### src/rtl/sign_zero_extend.sv
// ---------------------------------------------------------------------------
// sign_zero_extend
//   Immediate-field extender for the single-cycle CPU datapath. Widens the
//   instruction immediate from IN_WIDTH to OUT_WIDTH bits. It either
//   sign-extends the value (arithmetic, load/store and branch offsets) or
//   zero-extends it (logical immediates). The result is registered once, so
//   Out is a clean flop output for the ALU B-operand mux and the branch adder.
//
// Parameters
//   IN_WIDTH   width of Immediate (1 .. OUT_WIDTH)
//   OUT_WIDTH  width of Out
//
// Ports
//   CLK        in   1          system clock, rising-edge active
//   Reset      in   1          synchronous, active-high; forces Out to 0
//   Immediate  in   IN_WIDTH   raw immediate field
//   ExtSel     in   1          1 = sign-extend, 0 = zero-extend
//   Out        out  OUT_WIDTH  extended immediate, one cycle after the inputs
// ---------------------------------------------------------------------------
module sign_zero_extend #(
    parameter int IN_WIDTH  = 16,
    parameter int OUT_WIDTH = 32
) (
    input  logic                 CLK,
    input  logic                 Reset,
    input  logic [IN_WIDTH-1:0]  Immediate,
    input  logic                 ExtSel,
    output logic [OUT_WIDTH-1:0] Out
);

    logic [OUT_WIDTH-1:0] ext_next;
    logic [OUT_WIDTH-1:0] out_reg;

    // The low bits always pass straight through.
    assign ext_next[IN_WIDTH-1:0] = Immediate;

    // The upper bits exist only when the output is wider than the input.
    // When the widths are equal, ExtSel has nothing to act on. The fill logic
    // is therefore generated only in the widening case, which keeps the
    // equal-width build free of a zero-width slice.
    generate
        if (OUT_WIDTH > IN_WIDTH) begin : g_widen
            logic fill_bit;

            // Zero-extension ignores the MSB. Sign-extension with MSB=0 gives
            // the same result.
            assign fill_bit = ExtSel & Immediate[IN_WIDTH-1];

            for (genvar gi = IN_WIDTH; gi < OUT_WIDTH; gi++) begin : g_fill
                assign ext_next[gi] = fill_bit;
            end
        end else begin : g_same
            logic unused_sel;
            assign unused_sel = ExtSel;
        end
    endgenerate

    // Reset takes priority over the inputs, so Out is a defined 0 even when
    // the inputs are X.
    always_ff @(posedge CLK) begin
        if (Reset) begin
            out_reg <= '0;
        end else begin
            out_reg <= ext_next;
        end
    end

    assign Out = out_reg;

endmodule

### config.mk
export PLATFORM = sky130hd
export DESIGN_NAME = sign_zero_extend
export DESIGN_NICKNAME = d
export VERILOG_FILES = /design/src/rtl/sign_zero_extend.sv
export SDC_FILE = /design/constraint.sdc
export NUM_CORES = 1
export LEC_CHECK = 0
export ABC_AREA = 1
export CAP_MARGIN = 5
export CORE_MARGIN = 2
export CORE_UTILIZATION = 25
export CTS_CLUSTER_SIZE = 14
export DETAILED_ROUTE_END_ITERATION = 8
export GPL_ROUTABILITY_DRIVEN = 0
export PLACE_DENSITY_LB_ADDON = 0.3
export SYNTH_ARGS = -nofsm -noshare
export SYNTH_HDL_FRONTEND = slang
export SYNTH_SLANG_ARGS = --single-unit
### constraint.sdc
create_clock -name CLK -period 2.15 [get_ports CLK]
set_input_delay 0.43 -clock CLK [delete_from_list [all_inputs] [get_ports CLK]]
set_output_delay 0.43 -clock CLK [all_outputs]
set_load 0.02 [all_outputs]
## Word level (Yosys, flattened, before mapping)

Index checks and enable logic that the tools add are counted.

- Bitwise logic cells: 1

Operators with widths:

| cell | number |
|---|---|
| $and A1 B1 Y1 | 1 |

- Bits in registers: 17
- Bits of input ports: 19
- Output and inout bits: 32
- Word-level logic and storage cells: 2

## Logic depth before layout (Yosys ltp)

- Depth after elaboration: 1
- Depth in mapped cells: 3
- Depth with buffers taken out: 2

## Worst setup path after synthesis

No wires, ideal clock.

- Path kind: register to output
- From: register Out[16] (netlist name)
- To: output port Out[17]
- Arrival time: 0.878 ns
- Required time: 1.720 ns
- Setup slack: 0.842 ns
- Cell stages (with the launch flop): 2
- Buffers on the path: 1
- Cells stage by stage: dfxtp_1 > buf_4

RTL lines:

| item | RTL line | RTL |
|---|---|---|
| end, declared | 28 | `output logic [OUT_WIDTH-1:0] Out` |

No word-level cell between the ends.

## Worst setup path after layout

- From: register Out[16] (netlist name)
- To: output port Out[18]

No word-level cell between the ends.

==> flow_metrics.tcl <==
set metrics [dict create \
    post_cts_resized 0 \
    clockBufferDepth 2 \
    grt_usage_pct 8.491 \
    ys_seq_elements 17 \
    syn-cell-area_um2 606.8 \
    hold_violations 0 \
    wl_per_cell_um 8.564 \
    cp_num_buf_inv 1 \
    ios 51 \
    first_pass_iters 2 \
    final_nets 125 \
    antenna_found_initial 0 \
    cp_top_family "buffers and inverters" \
    seq_area_frac_synth_pct 56.08 \
    switchingPower_mw 0.1633 \
    grt_pass1_vias 440 \
    yosysUniqueCellTypes 7 \
    maxClockFrequency_mhz 501.6 \
    worstMarginPinSlew_ns 0.5636 \
    synth_top_area_share_pct 56.08 \
    crit_type "reg -> out" \
    holdPathEnd "Out[6]" \
    cp.arrival_ns 1.56 \
    pwr-share-comb_pct 21.5 \
    grt_max_degree 18 \
    cts-root-buf "clkbuf_4" \
    whs_ns 0.6492 \
    synth_nets 87 \
    holdBufCountCts 0 \
    area_growth_pct 69.90 \
    dieArea_mm2 0.002837 \
    synth_simple_gate_area_share_pct 11.13 \
    switching_share_pct 25.43 \
    hpwl_um 925.3 \
    critPathMaxFanout 16 \
    cts_tree "done" \
    holdPathStages 3 \
    synth.area.mux_share_pct 0 \
    largest_register_ffs 17 \
    dp_cells 129 \
    vias_per_cell 3.654 \
    fin_crit_sh_pct 92.72 \
    power_leakage_nw 0.4654 \
    hold_path_class "in -> reg" \
    period_minus_slack_ns 1.994 \
    worstPathRequired_ns 1.72 \
    syn_area_per_cell_um2 8.924 \
    relSlewSlack_pct 62.31 \
    syn_inst 68 \
    worst_setup_path_end_kind "output port" \
    power.density_mw_per_mm2 622.7 \
    core_mm2 0.002255 \
    hold_start "Immediate[6]" \
    rows 17 \
    synthXorXnorAreaFrac_pct 0 \
    final_max_slew_viol_count 0 \
    post-cts-setup-buffer-count 0 \
    grt_remaining_overflow 0 \
    die_y_um 53.27 \
    initial_core_util_pct 26.91 \
    port-buffer-count 50 \
    final_cells 133 \
    clock_sinks 17 \
    synth_compound_area_share_pct 0 \
    num_antenna_cells 0 \
    drcViolationCount 0 \
    worstSetupStartpointType "flip-flop" \
    status "complete, no violations" \
    crit_path_cell_trace "clkdlybuf4s50_1" \
    power.internal_mw 0.4787 \
    drt-total-wl_um 1139 \
    die_w_um 53.27 \
    drive_gt1_share_pct 3.810 \
    tns_ns 0 \
    worst_path_max_delay_cell "clkdlybuf4s50_1" \
    maxCapViolCount 0 \
    cts_max_level 1 \
    critical_path.max_stage_delay_ns 0.69 \
    p_clk_share_pct 25.9 \
    p_seq_share_pct 52.6 \
    ys_warn_count 0 \
    clkTransAtPathRegs_ns 0.10 \
    grt_pass1_wl_um 1704 \
    drt_iter0_drc 1 \
    worst_slack_ns 0.1564 \
    yosys-top-cells-area "dfxtp_1 (56%), buf_4 (19%), nor2_1 (11%), inv_1 (9.9%), buf_8 (2.5%)" \
    synth_top_family_by_area "buffers and inverters" \
    dr_total_vias 486 \
    yosys.area_share.adder_pct 0 \
    n_fill_cell 237 \
    dp_worst_setup_slack_ns 0.4386 \
    synth.largest_area_cell "dfxtp_1" \
    drtAntennaViolNets 0 \
    setup_viol 0 \
    ir_drop_mv 0.4007 \
    final_util_pct 45.73 \
    grt_setup_unrepaired "false" \
    cts_inserted_buffers 3 \
]
how the worst max path moves through the flow:
| stage | from | slack (ns) | endpoint | cells after the start |
|---|---|---|---|---|
| 2_1_floorplan | Out[16] | 0.84 | Out[17] | 1 |
| 3_3_place_gp | Out[16] | 0.51 | Out[19] | 1 |
| 3_5_place_dp | Out[16] | 0.44 | Out[18] | 1 |
| 4_1_cts | Out[16] | 0.11 | Out[18] | 1 |
| 5_1_grt | Out[16] | 0.02 | Out[16] | 1 |
| 6_report | Out[16] | 0.16 | Out[18] | 1 |
Yosys cell counts:
cell and count:
dfxtp_1 17, nand2_1 1, inv_1 16, buf_4 15, buf_8 1, nor2_1 17
buf_6 1
final cells by class:
class,count,area (µm²),area share (%)
Clock inverter,1,5.005,0.4854
Clock buffer,3,22.52,2.184
Sequential cell,17,340.3,33.01
Timing Repair Buffer,50,500.5,48.54
Tap cell,28,35.03,3.398
Inverter,16,60.06,5.825
Multi-Input combinational cell,18,67.56,6.553
metrics by stage:
step	instance area (µm²)	power (mW)
after floorplan	606.8	0.4162
after global placement	1003	0.4825
after detailed placement	1003	0.4852
after CTS	1031	0.6561
after global routing	1031	0.6819
final	1031	0.6420
kinds of logic (layout without fill, tap and decap cells):
family | Yosys count | count (layout)
simple gates | 18 | 18
flops | 17 | 17
buf+inv | 33 | 70
routing by layer:
metal | share of wire, % | global-route usage, % | wire (µm)
met1 | 34 | 7.586 | 382
met5 | 0 | 0 | 0
met4 | 0 | 5.128 | 0
met2 | 50 | 15.23 | 564
met3 | 17 | 3.955 | 192
power by group through the flow:
stage	Clock [mW]	Combinational [mW]	Sequential [mW]
final	0.166	0.138	0.338
after global routing	0.194	0.148	0.340
after CTS	0.178	0.140	0.338
after detailed placement	0	0.140	0.346
after global placement	0	0.138	0.344
after floorplan	0	0.0496	0.367
cells in the final DEF, fill, tap and decap left out:
cell type,n
dfxtp_1,17
nand2_1,1
clkinv_2,1
nor2_1,17
clkbuf_4,3
clkdlybuf4s50_1,50
inv_1,16
Power figures use the tool's default switching activity.
